[src/rtl/instr_fetch_unit_pkg.sv]
// Shared fetch-front-end types and constants.
// The opcode constants are also used by control_unit.
package fetch_pkg;

  typedef enum logic [1:0] {
    IDLE   = 2'd0,
    REQ    = 2'd1,
    SQUASH = 2'd2
  } fetch_state_t;

  localparam logic [31:0] NOP_INSTR = 32'h0000_0013;

  localparam logic [6:0] OP_RTYPE  = 7'b0110011;
  localparam logic [6:0] OP_LOAD   = 7'b0000011;
  localparam logic [6:0] OP_STORE  = 7'b0100011;
  localparam logic [6:0] OP_BRANCH = 7'b1100011;

endpackage

[src/rtl/instr_fetch_unit_if.sv]
// Instruction-memory req/ack bus between the fetch unit (master) and imem (slave).
// Handshake: imem_req and imem_addr are held stable until imem_ack. A word
// transfers in any cycle where imem_req & imem_ack, including the first req cycle.
interface instr_fetch_unit_if #(
  parameter int XLEN = 32
);
  logic            imem_req;
  logic [XLEN-1:0] imem_addr;
  logic            imem_ack;
  logic [31:0]     imem_rdata;

  modport master (output imem_req, output imem_addr, input imem_ack, input imem_rdata);
  modport slave  (input imem_req, input imem_addr, output imem_ack, output imem_rdata);
endinterface

[src/rtl/instr_fetch_unit_buffer.sv]
// Small FIFO of {pc, instr} pairs feeding decode; flush outranks push and pop.
module fetch_buffer #(
  parameter int XLEN      = 32,
  parameter int BUF_DEPTH = 2,
  localparam int AW = $clog2(BUF_DEPTH),
  localparam int CW = AW + 1
) (
  input  logic            clk,
  input  logic            rst,
  input  logic            push,
  input  logic            pop,
  input  logic            flush,
  input  logic [XLEN-1:0] push_pc,
  input  logic [31:0]     push_instr,
  output logic            head_valid,
  output logic [XLEN-1:0] head_pc,
  output logic [31:0]     head_instr,
  output logic [CW-1:0]   count
);

  localparam logic [CW-1:0] DEPTH_C = CW'(BUF_DEPTH);

  logic [XLEN-1:0] pc_mem    [BUF_DEPTH];
  logic [31:0]     instr_mem [BUF_DEPTH];
  logic [AW-1:0]   wr_ptr;
  logic [AW-1:0]   rd_ptr;
  logic            push_eff;
  logic            pop_eff;

  assign push_eff   = push && (count < DEPTH_C);
  assign pop_eff    = pop && (count != '0);
  assign head_valid = (count != '0);
  assign head_pc    = pc_mem[rd_ptr];
  assign head_instr = instr_mem[rd_ptr];

  always_ff @(posedge clk) begin
    if (push_eff && !flush) begin
      pc_mem[wr_ptr]    <= push_pc;
      instr_mem[wr_ptr] <= push_instr;
    end
  end

  always_ff @(posedge clk or posedge rst) begin
    if (rst) begin
      wr_ptr <= '0;
      rd_ptr <= '0;
      count  <= '0;
    end else if (flush) begin
      wr_ptr <= '0;
      rd_ptr <= '0;
      count  <= '0;
    end else begin
      if (push_eff) wr_ptr <= wr_ptr + 1'b1;
      if (pop_eff)  rd_ptr <= rd_ptr + 1'b1;
      count <= count + CW'(push_eff) - CW'(pop_eff);
    end
  end

endmodule

[src/rtl/instr_fetch_unit.sv]
// Fetch front end: PC, imem request FSM with redirect squash, and decode-side buffer.
module instr_fetch_unit
  import fetch_pkg::*;
#(
  parameter int              XLEN      = 32,
  parameter logic [XLEN-1:0] RESET_PC  = '0,
  parameter int              BUF_DEPTH = 2
) (
  input  logic                clk,
  input  logic                rst,
  instr_fetch_unit_if.master  imem,
  input  logic                redirect_valid,
  input  logic [XLEN-1:0]     redirect_pc,
  output logic                id_valid,
  input  logic                id_ready,
  output logic [31:0]         id_instr,
  output logic [XLEN-1:0]     id_pc,
  output logic [6:0]          id_opcode,
  output logic [2:0]          id_funct3,
  output logic                id_funct7_5,
  output logic [1:0]          state_dbg
);

  localparam int CW = $clog2(BUF_DEPTH) + 1;
  localparam logic [CW-1:0] DEPTH_C = CW'(BUF_DEPTH);

  localparam logic [1:0] S_IDLE   = IDLE;
  localparam logic [1:0] S_REQ    = REQ;
  localparam logic [1:0] S_SQUASH = SQUASH;

  logic [1:0]      state;
  logic [XLEN-1:0] pc;
  logic [XLEN-1:0] sq_addr;
  logic [XLEN-1:0] redir_aligned;
  logic            push;
  logic            pop;
  logic [CW-1:0]   count;
  logic [CW-1:0]   count_after;
  logic            head_valid;
  logic [XLEN-1:0] head_pc;
  logic [31:0]     head_instr;
  logic            unused_redir_lsb;

  assign unused_redir_lsb = &{1'b0, redirect_pc[1:0]};
  assign redir_aligned    = {redirect_pc[XLEN-1:2], 2'b00};

  assign imem.imem_req  = (state != S_IDLE);
  assign imem.imem_addr = (state == S_SQUASH) ? sq_addr : pc;

  assign push        = (state == S_REQ) && imem.imem_ack && !redirect_valid;
  assign pop         = head_valid && id_ready;
  assign count_after = count + CW'(push) - CW'(pop && (count != '0));

  always_ff @(posedge clk or posedge rst) begin
    if (rst) begin
      state   <= S_IDLE;
      pc      <= RESET_PC;
      sq_addr <= '0;
    end else begin
      case (state)
        S_IDLE: begin
          if (redirect_valid) begin
            pc    <= redir_aligned;
            state <= S_REQ;
          end else if (count < DEPTH_C) begin
            state <= S_REQ;
          end
        end
        S_REQ: begin
          if (redirect_valid) begin
            pc <= redir_aligned;
            if (imem.imem_ack) begin
              state <= S_REQ;
            end else begin
              // Keep the old address on the bus until memory finishes it.
              sq_addr <= pc;
              state   <= S_SQUASH;
            end
          end else if (imem.imem_ack) begin
            pc    <= pc + XLEN'(4);
            state <= (count_after < DEPTH_C) ? S_REQ : S_IDLE;
          end
        end
        S_SQUASH: begin
          if (redirect_valid) pc <= redir_aligned;
          if (imem.imem_ack) state <= S_REQ;
        end
        default: state <= S_IDLE;
      endcase
    end
  end

  fetch_buffer #(
    .XLEN      (XLEN),
    .BUF_DEPTH (BUF_DEPTH)
  ) u_buf (
    .clk        (clk),
    .rst        (rst),
    .push       (push),
    .pop        (pop),
    .flush      (redirect_valid),
    .push_pc    (pc),
    .push_instr (imem.imem_rdata),
    .head_valid (head_valid),
    .head_pc    (head_pc),
    .head_instr (head_instr),
    .count      (count)
  );

  assign id_valid    = head_valid;
  assign id_instr    = head_valid ? head_instr : NOP_INSTR;
  assign id_pc       = head_valid ? head_pc : '0;
  assign id_opcode   = id_instr[6:0];
  assign id_funct3   = id_instr[14:12];
  assign id_funct7_5 = id_instr[30];
  assign state_dbg   = state;

endmodule

[src/flat_wrapper.sv]
// flat-port wrapper written by rule: the top's interface ports become plain ports
module instr_fetch_unit_flat import fetch_pkg::*;
#(
  parameter int              XLEN      = 32,
  parameter logic [XLEN-1:0] RESET_PC  = '0,
  parameter int              BUF_DEPTH = 2
)
  (clk, rst, redirect_valid, redirect_pc, id_valid, id_ready, id_instr, id_pc, id_opcode, id_funct3, id_funct7_5, state_dbg, imem_imem_req, imem_imem_addr, imem_imem_ack, imem_imem_rdata);
  instr_fetch_unit_if #(.XLEN(XLEN)) imem_i ();
  input  logic clk;
  input  logic rst;
  input  logic redirect_valid;
  input  logic [XLEN-1:0] redirect_pc;
  output logic id_valid;
  input  logic id_ready;
  output logic [31:0] id_instr;
  output logic [XLEN-1:0] id_pc;
  output logic [6:0] id_opcode;
  output logic [2:0] id_funct3;
  output logic id_funct7_5;
  output logic [1:0] state_dbg;
  output wire logic [$bits(imem_i.imem_req)-1:0] imem_imem_req;
  output wire logic [$bits(imem_i.imem_addr)-1:0] imem_imem_addr;
  input wire logic [$bits(imem_i.imem_ack)-1:0] imem_imem_ack;
  input wire logic [$bits(imem_i.imem_rdata)-1:0] imem_imem_rdata;
  assign imem_imem_req = imem_i.imem_req;
  assign imem_imem_addr = imem_i.imem_addr;
  assign imem_i.imem_ack = imem_imem_ack;
  assign imem_i.imem_rdata = imem_imem_rdata;
  instr_fetch_unit #(.XLEN(XLEN), .RESET_PC(RESET_PC), .BUF_DEPTH(BUF_DEPTH)) u_core (.clk(clk), .rst(rst), .imem(imem_i), .redirect_valid(redirect_valid), .redirect_pc(redirect_pc), .id_valid(id_valid), .id_ready(id_ready), .id_instr(id_instr), .id_pc(id_pc), .id_opcode(id_opcode), .id_funct3(id_funct3), .id_funct7_5(id_funct7_5), .state_dbg(state_dbg));
endmodule
[config.mk]
export PLATFORM = sky130hd
export DESIGN_NAME = instr_fetch_unit_flat
export DESIGN_NICKNAME = d
export VERILOG_FILES = /design/src/rtl/instr_fetch_unit_pkg.sv /design/src/rtl/instr_fetch_unit_if.sv /design/src/rtl/instr_fetch_unit_buffer.sv /design/src/rtl/instr_fetch_unit.sv /design/src/flat_wrapper.sv
export SDC_FILE = /design/constraint.sdc
export NUM_CORES = 1
export LEC_CHECK = 0
export BUFFER_PORTS_ARGS = -buffer_cell sky130_fd_sc_hd__buf_2
export CAP_MARGIN = 20
export CORE_ASPECT_RATIO = 1.1
export CORE_MARGIN = 1
export CORE_UTILIZATION = 46
export CTS_CLUSTER_DIAMETER = 30
export DETAILED_ROUTE_END_ITERATION = 7
export GPL_TIMING_DRIVEN = 0
export PLACE_DENSITY = 0.69
export SLEW_MARGIN = 20
export SYNTH_ARGS = -nofsm -noshare
export SYNTH_HDL_FRONTEND = slang
export SYNTH_SLANG_ARGS = --single-unit
[constraint.sdc]
create_clock -name clk -period 8.75 [get_ports clk]
set_input_delay 0.4375 -clock clk [delete_from_list [all_inputs] [get_ports clk]]
set_output_delay 0.4375 -clock clk [all_outputs]
set_load 0.005 [all_outputs]
Yosys cells after proc, flatten, opt, wreduce, memory -nomap -nowiden
Memories as Yosys holds them, arrays and structs flattened.
Index checks and enable logic that the tools add are counted.
{"block": "word_totals", "register_bits": 70, "ramBits": 128, "input_bits": 69, "out_inout_bits": 111, "word_cells": 63, "memories": 2}
{"block": "classes", "n_addsub": 7, "order_cmp": 2, "eq_ne": 6, "mux": 22, "bitwise_logic": 1, "n_reduce_logical": 17}
{"memory": "u_core.u_buf.instr_mem", "depth": 2, "width": 32, "rd": 1, "rd_clocked_by_memory_dff": 0, "write_ports": 1, "line": "instr_fetch_unit_buffer.sv:24", "rtl": "logic [31:0] instr_mem [BUF_DEPTH];"}
{"memory": "u_core.u_buf.pc_mem", "depth": 2, "width": 32, "rd": 1, "rd_clocked_by_memory_dff": 0, "write_ports": 1, "line": "instr_fetch_unit_buffer.sv:23", "rtl": "logic [XLEN-1:0] pc_mem [BUF_DEPTH];"}
{"operator": "$mux 32", "n": 6}
{"operator": "$pmux 32 s2", "n": 1}
{"operator": "$add 32x3->32 const B", "n": 1}
{"operator": "$mux 2", "n": 7}
{"operator": "$reduce_bool 2->1", "n": 5}
{"operator": "$reduce_and 3->1", "n": 3}
{"operator": "$mux 1", "n": 7}
{"operator": "$logic_and 1x1->1", "n": 6}
{"operator": "$pmux 2 s3", "n": 1}
{"operator": "$add 2x1->2", "n": 2}
{"operator": "$lt 2x2->1 const B", "n": 2}
{"operator": "$sub 2x1->2", "n": 2}
{"operator": "$ne 3x2->1 const B", "n": 1}
{"operator": "$ne 3x3->1 const B", "n": 1}
{"operator": "$add 1x1->1 const B", "n": 2}
{"operator": "$eq 2x1->1 const B", "n": 1}
{"operator": "$eq 2x2->1 const B", "n": 1}
{"operator": "$logic_not 2->1", "n": 1}
{"operator": "$ne 2x1->1 const B", "n": 1}
{"operator": "$ne 2x2->1 const B", "n": 1}
{"operator": "$reduce_or 2->1", "n": 1}
{"operator": "$logic_not 1->1", "n": 1}
{"operator": "$not 1->1", "n": 1}

Logic depth before layout (Yosys ltp)
Gate-level depths: netlist of run 1.
{"block": "logic_depth", "ltp_word": 10, "ltp_mapped": 10, "ltp_nobuf": 7}

Hierarchy
From an unflattened synthesis of run 1, not the netlist that was laid out.
{"block": "hier_totals", "hier_cells": 669, "area_unflattened_um2": 9156.3}
{"module": "fetch_buffer", "n_inst": 1, "cells_per_inst": 221, "area_each_um2": 5044.8, "seq_area_each_um2": 3943.8}
{"module": "instr_fetch_unit", "n_inst": 1, "cells_per_inst": 448, "area_each_um2": 4111.4, "seq_area_each_um2": 1551.5}

Least setup slack after synthesis of run 1
No wires, ideal clock.
{"block": "synth_timing", "kind": "register to register", "start": "reg u_core.state[0], in the netlist u_core.state_dbg[0]", "end": "mem u_core.u_buf.instr_mem[0][0], enable pin", "setup_time_ns": 0.482, "arrival_time_ns": 4.105, "t_required_ns": 8.268, "setup_slack_ns": 4.163, "path_stages_with_launch": 7, "path_buffers": 3, "period_less_slack_ns": 4.587, "cell_sequence": "dfrtp_1 > clkbuf_1 > nor2b_1 > clkbuf_1 > clkbuf_1 > nand2_1 > nor2_1"}
{"block": "synth_via", "elab_chain_cells": 7}
{"element": "start: declaration", "line": "instr_fetch_unit.sv:31", "rtl": "logic [1:0] state;"}
{"element": "start signal: assignment", "line": "instr_fetch_unit.sv:81", "rtl": "state <= (count_after < DEPTH_C) ? S_REQ : S_IDLE;"}
{"element": "$eq 2x1->1", "line": "instr_fetch_unit.sv:50", "rtl": "assign push = (state == S_REQ) && imem.imem_ack && !redirect_valid;"}
{"element": "$logic_and 1x1->1 (2 in a row)", "line": "instr_fetch_unit.sv:50"}
{"element": "$logic_and 1x1->1", "line": "instr_fetch_unit_buffer.sv:30", "rtl": "assign push_eff = push && (count < DEPTH_C);"}
{"element": "$logic_and 1x1->1", "line": "instr_fetch_unit_buffer.sv:37", "rtl": "if (push_eff && !flush) begin"}
{"element": "$mux 1", "line": "instr_fetch_unit_buffer.sv:37"}
{"element": "$mux 1 (implied by the code)", "line": "instr_fetch_unit_buffer.sv:39", "rtl": "instr_mem[wr_ptr] <= push_instr;"}
{"element": "end: declaration", "line": "instr_fetch_unit_buffer.sv:24"}
No other way between the ends.

Worst setup path after layout of run 1
{"block": "layout_timing", "start": "reg u_core.state[0], in the netlist u_core.state_dbg[0]", "end": "mem u_core.u_buf.instr_mem[0][21], enable pin"}
Same word-level chain as after synthesis.

==> qor.csv, run 1 <==
metric;value;unit
htree depth;4;
Antenna Nets Post-Route;0;
Top cell by count, worst path;clkbuf_1;
ys flop type;edfxtp_1;
fin. max-slew vios;0;
number of remaining DRC errors;0;
largest net degree at the start of global routing;41;
Total GRT Usage;21.5;%
design area;10600;µm²
Initial DRC Count;580;
RSZ-0062 raised after global routing;false;
final worst slack;5.27;ns
Die Span Y;146;µm
Fin. Hold Viols;0;
CP Data Required Time;8.88;ns
most frequent cells in the layout;buf_2, edfxtp_1, nor2_1, dfrtp_1, mux2i_1;
insertion delay to the later sink of the worst-skew pair;0.42;ns
die width;133;µm
hold slack;0.00501;ns
Num CTS Buffers;17;
Rows;52;
status;finished clean;
Seq cells post-synth;190;
clk sink count;190;
Post-Synthesis Cells;685;
setup bufs post-CTS;0;
Initial Utilization;47.1;%
Max Freq;0.288;GHz
Final #Nets;954;
IO Pins;180;
Hold Crit Class;primary input to async pin;
Filler Cells Inserted;1580;
Post-CTS Resized;0;
Tmin final;3.48;ns
Synth area leader;edfxtp_1;
Seq/Total Area, Yosys;61.8;%
DP Wirelength;14500;µm
Pwr Total;3.49;mW
worst clock skew;0.0132;ns
clk root buf;clkbuf_16;
syn_area_per_cell;12.7;µm²
Synth cell types;51;
core area;18500;µm²
most common cell after layout, fill and taps aside;buf_2;
worst-path fanout max;23;
DRT Pass-1 Iters;6;
endpoint class of the critical path;flip-flop;
CTS tree;built;
Final Util;57.5;%
Max Root-Sink Buffers;2;
startpoint types;flip-flop;
first-pass GRT wire length;32100;µm
WL/cell;18.2;µm
Setup TNS;0;ns
number of synthesized flops with an enable pin;124;
n_diodes;0;
# placed instances;1106;
CP peak stage delay;0.59;ns
dominant cells by area after synthesis;edfxtp_1, dfrtp_1, mux2_2;
Routed WL;20700;µm
Finished Layout Cells;1138;
total grt overflow;0;
Worst-Margin Slew;0.944;ns
vias;6348;
crit-path cells;clkbuf_1, nor2b_1, clkbuf_1, clkbuf_1, nand2_1, nor2_4, buf_12, buf_16;
vias in the first global route;6044;
Final GP Congestion;0.921;
Reg clk slew, reported paths;0.07;ns
peak supply drop;0.000169;V
initial antenna violation count;0;
pre-CTS WS;5.26;ns
Max Cap Viol;0;
CP max-delay cell;nor2_4;
Pwr Density;328;nW/µm²
Post-Syn Area;8700;µm²
PortBufs;171;
Worst slew margin;36.5;%
synth warn;0;
Leak Pwr;4.14;nW
Via density;5.58;
CP Class;flip-flop to flip-flop;
hold buffers post-CTS;0;
fraction of layout cells with a size suffix above 1;33.2;%
die area;19500;µm²
Yosys top cell area share;42.8;%
Synth async-reset ratio;34.7;%
Setup violations, final;0;
Post-Place Cell Area;9980;µm²
Final Cycle Share;39.7;%
area grow syn2layout;22.1;%
Critical Path AT;3.61;ns
## layout make-up
cell class	instances	area (µm²)	share of cell area [%]
well taps	243	304	2.86
repair buffers	175	943	8.88
flip-flops and latches	190	5380	50.6
clock buffers	19	433	4.07
multi-input cells	422	3000	28.3
plain buffers	65	312	2.93
inverters	11	43.8	0.412
clock inverters	13	209	1.97
## power breakdown
| group | internal [mW] | total [mW] | switching [mW] |
|---|---|---|---|
| logic | 0.562 | 1.23 | 0.668 |
| clock network | 0.509 | 0.837 | 0.328 |
| registers | 1.21 | 1.42 | 0.204 |
## kinds of logic after synthesis
group	count (synthesis)	synth area share (%)
simple gates	202	11.4
flops	190	61.8
mux	124	15.1
compound gates	85	6.79
buf+inv	76	4.05
xor+xnor	4	0.403
fa+ha+maj	3	0.431
other cells	1	0.0431
## final timing paths
path / endpoint / slack, ns / depth (start not counted) / start
hold reg to reg: u_core.u_buf.pc_mem[1][15] / 0.46 / 0 / u_core.pc[15]
max in group asynchronous: u_core.pc[28] / 8.19 / 3 / rst
hold / removal: u_core.sq_addr[3] / 0.005 / 2 / rst
setup reg to reg: u_core.u_buf.instr_mem[0][21] / 5.27 / 8 / u_core.state_dbg[0]
min in group clk: u_core.u_buf.instr_mem[1][7] / 0.20 / 1 / imem_imem_rdata[7]
setup / recovery: u_core.u_buf.instr_mem[0][21] / 5.27 / 8 / u_core.state_dbg[0]
## worst max-delay path: cells and delay by family (launching register included)
family / cells / cell delay [ns]
flops: 1 / 0.39
simple gates: 3 / 1.12
buf+inv: 5 / 1.67
## synth_stat cells, types with 4 or more instances
cell	count
nand2_1	29
nor3_1	5
clkbuf_1	30
o311ai_0	4
a31oi_1	4
a21oi_1	21
buf_1	11
o211ai_1	5
nor2_1	79
edfxtp_1	124
inv_1	11
nor4_1	16
nand3_1	22
buf_2	9
or4_1	5
o21ai_0	9
and3_1	9
mux2i_1	64
and2_1	4
buf_4	15
a32oi_1	10
nand4_1	16
o22ai_1	5
mux2_2	60
o32ai_1	6
dfrtp_1	66
a211oi_1	8
## sequential cells by signal, summed over array words and instances (netlist names)
signal / count
u_core.pc: 30
u_core.sq_addr: 30
u_core.state_dbg: 2
u_core.u_buf.count: 2
u_core.u_buf.instr_mem: 64
u_core.u_buf.pc_mem: 60
u_core.u_buf.rd_ptr: 1
u_core.u_buf.wr_ptr: 1
## layer usage
metal  track usage [%]  wire length (µm)
met1              27.5              8370
met2              36.1             10500
met3              4.48              1420
met4              7.61               380
met5                 0                 0
Note: power is estimated with default switching activity, not from simulation.
==> inputs of run 2 (changes only) <==
clock period = 3.6 ns   (was 8.75 ns; I/O delays follow)
==> run 2 against run 1 <==
Effect of this change: worst setup slack worse by 4.9 ns; register-to-register slack worse by 4.9 ns; routed wire length is 1.9% higher; first-iteration DRC count is 19% lower; sequential power is 140% higher; sequential share of layout area is 1.4 points lower; flip-flop and latch count stayed put; worst hold slack better by 0.013 ns.
==> qor.csv, run 2 (synthesis results as in run 1) <==
metric;value;unit
status;finished clean;
Worst-Margin Slew;0.978;ns
die width;133;µm
CP Data Required Time;3.73;ns
hold-critical path depth;3;
Total GRT Usage;21.9;%
vias;6421;
first-pass GRT wire length;32700;µm
worst clock skew;0.00831;ns
IO Pins;180;
Reg clk slew, reported paths;0.07;ns
Gate power share;37.0;%
Top cell by count, worst path;clkbuf_1;
DRT Pass-1 Iters;5;
CP peak stage delay;0.47;ns
max reg flops;64;
CP Class;flip-flop to flip-flop;
Fin. Hold Viols;0;
design area;10900;µm²
vias in the first global route;6175;
crit-path cells;clkbuf_1, nor2b_1, clkbuf_1, clkbuf_1, nand2_1, nor2_4, buf_16, buf_16;
worst-path fanout max;23;
most common cell after layout, fill and taps aside;buf_2;
Die Span Y;146;µm
Top Registers;u_core.u_buf.instr_mem x64, u_core.u_buf.pc_mem x60;
Pwr Density;757;nW/µm²
Initial Utilization;47.1;%
Via density;5.47;
Num CTS Buffers;17;
number of remaining DRC errors;0;
min-delay src;redirect_pc[3];
Pint;5.27;mW
area grow syn2layout;25.5;%
insertion delay to the later sink of the worst-skew pair;0.43;ns
CP max-delay cell;clkbuf_1;
sequential power share;41.6;%
Setup violations, final;0;
reg2reg setup slack;0.39;ns
Most flops, register;u_core.u_buf.instr_mem;
clk root buf;clkbuf_16;
Routed WL;21100;µm
worst r2r dst;u_core.u_buf.instr_mem[0][3];
Rows;52;
Final #Nets;989;
PortBufs;171;
fin. max-slew vios;0;
fraction of layout cells with a size suffix above 1;32.3;%
Critical Path AT;3.34;ns
CTS tree;built;
Worst slew margin;34.2;%
worst r2r src;u_core.state_dbg[0];
WL/cell;18.0;µm
Leak Pwr;4.27;nW
switch share;36.2;%
initial antenna violation count;0;
Pwr Total;8.26;mW
RSZ-0062 raised after global routing;false;
largest net degree at the start of global routing;45;
Antenna Nets Post-Route;0;
Max Cap Viol;0;
sw power;2.99;mW
n_diodes;0;
die area;19500;µm²
Final Cycle Share;89.2;%
Max Freq;0.312;GHz
Hold Path End;u_core.pc[3];
r2r worst-path depth;8;
Clk network pwr share;21.4;%
htree depth;4;
Post-Place Cell Area;10000;µm²
endpoint class of the critical path;flip-flop;
most frequent cells in the layout;buf_2, edfxtp_1, nor2_1, dfrtp_1, mux2i_1;
total grt overflow;0;
Hold Crit Class;primary input to flip-flop;
startpoint types;flip-flop;
DP Wirelength;14800;µm
Final GP Congestion;0.930;
core area;18500;µm²
peak supply drop;0.000381;V
Tmin final;3.21;ns
Initial DRC Count;470;
clk sink count;190;
Max Root-Sink Buffers;2;
run 2: cell types whose count changed in the layout (fill, tap and decap cells not counted), sizes merged:
cell / before / now
inv: 14 / 19
clkinv: 3 / 6
clkbuf: 49 / 47
dlygate4sd3: 0 / 34
bufinv: 5 / 0
clkinvlp: 2 / 1
buf: 210 / 211
run 2: worst max-delay path, delay by kind of cell, from the launching register on:
family	cells	cell delay [ns]
buffers and inverters	5	1.63
and+or+nand+nor	3	0.87
DFF	1	0.39
run 2: final cells by class:
| class | count | area, µm² |
|---|---|---|
| buffer | 65 | 312 |
| sequential | 190 | 5380 |
| multi-input combinational | 422 | 3000 |
| timing repair buffer | 210 | 1330 |
| clock inverter | 15 | 129 |
| tap | 243 | 304 |
| clock buffer | 17 | 425 |
| fill | 1570 | 7560 |
| inverter | 11 | 43.8 |
run 2: stage by stage:
| stage | worst slack [ns] | std cells | hold slack (ns) | TNS [ns] | util [%] |
|---|---|---|---|---|---|
| final | 0.390 | 1173 | 0.0176 | 0 | 59.1 |
| after detailed placement | 0.483 | 1107 | 0.196 | 0 | 54.3 |
| after global placement | -1.36 | 1102 | 0.368 | -150.73 | 53.4 |
| after floorplan | 0.0432 | 688 | 0.279 | 0 | - |
| after global routing | 0.160 | 1173 | 0.00919 | 0 | 59.1 |
| after CTS | 0.449 | 1173 | 0.000623 | 0 | 59.1 |
run 2: power groups by stage:
stage | Clock, mW | Combinational [mW] | Sequential [mW]
final | 1.77 | 3.05 | 3.44
after global routing | 1.89 | 3.35 | 3.51
after CTS | 1.81 | 3.07 | 3.42
after detailed placement | 0 | 3.03 | 3.47
after global placement | 0 | 2.94 | 3.45
after floorplan | 0 | 1.94 | 3.29
run 2: timing repair:
action,CTS,global route
gates resized for setup,0,0
buffers inserted,0,0
endpoints found under the hold margin,91,0
hold buffers,34,0
run 2: how the worst max path moves through the flow:
stage | endpoint | depth (start not counted) | start | slack [ns]
floorplan | u_core.u_buf.instr_mem[0][0] | 6 | u_core.state_dbg[0] | 0.04
global placement | u_core.u_buf.instr_mem[0][6] | 6 | u_core.state_dbg[0] | -1.36
detailed placement | u_core.u_buf.instr_mem[0][6] | 8 | u_core.state_dbg[0] | 0.48
CTS | u_core.u_buf.pc_mem[0][25] | 8 | u_core.state_dbg[0] | 0.45
global route | u_core.u_buf.pc_mem[0][23] | 8 | u_core.state_dbg[0] | 0.16
finish | u_core.u_buf.instr_mem[0][3] | 8 | u_core.state_dbg[0] | 0.39
run 2: per-layer routing:
layer  track usage (%)  wire (µm)  vias to the layer above
met5                 0          0                        -
met4              8.92        508                        0
met3              4.27       1060                       35
met2              37.6      10800                      239
met1              27.2       8670                     3123
li1                  -          -                     3024
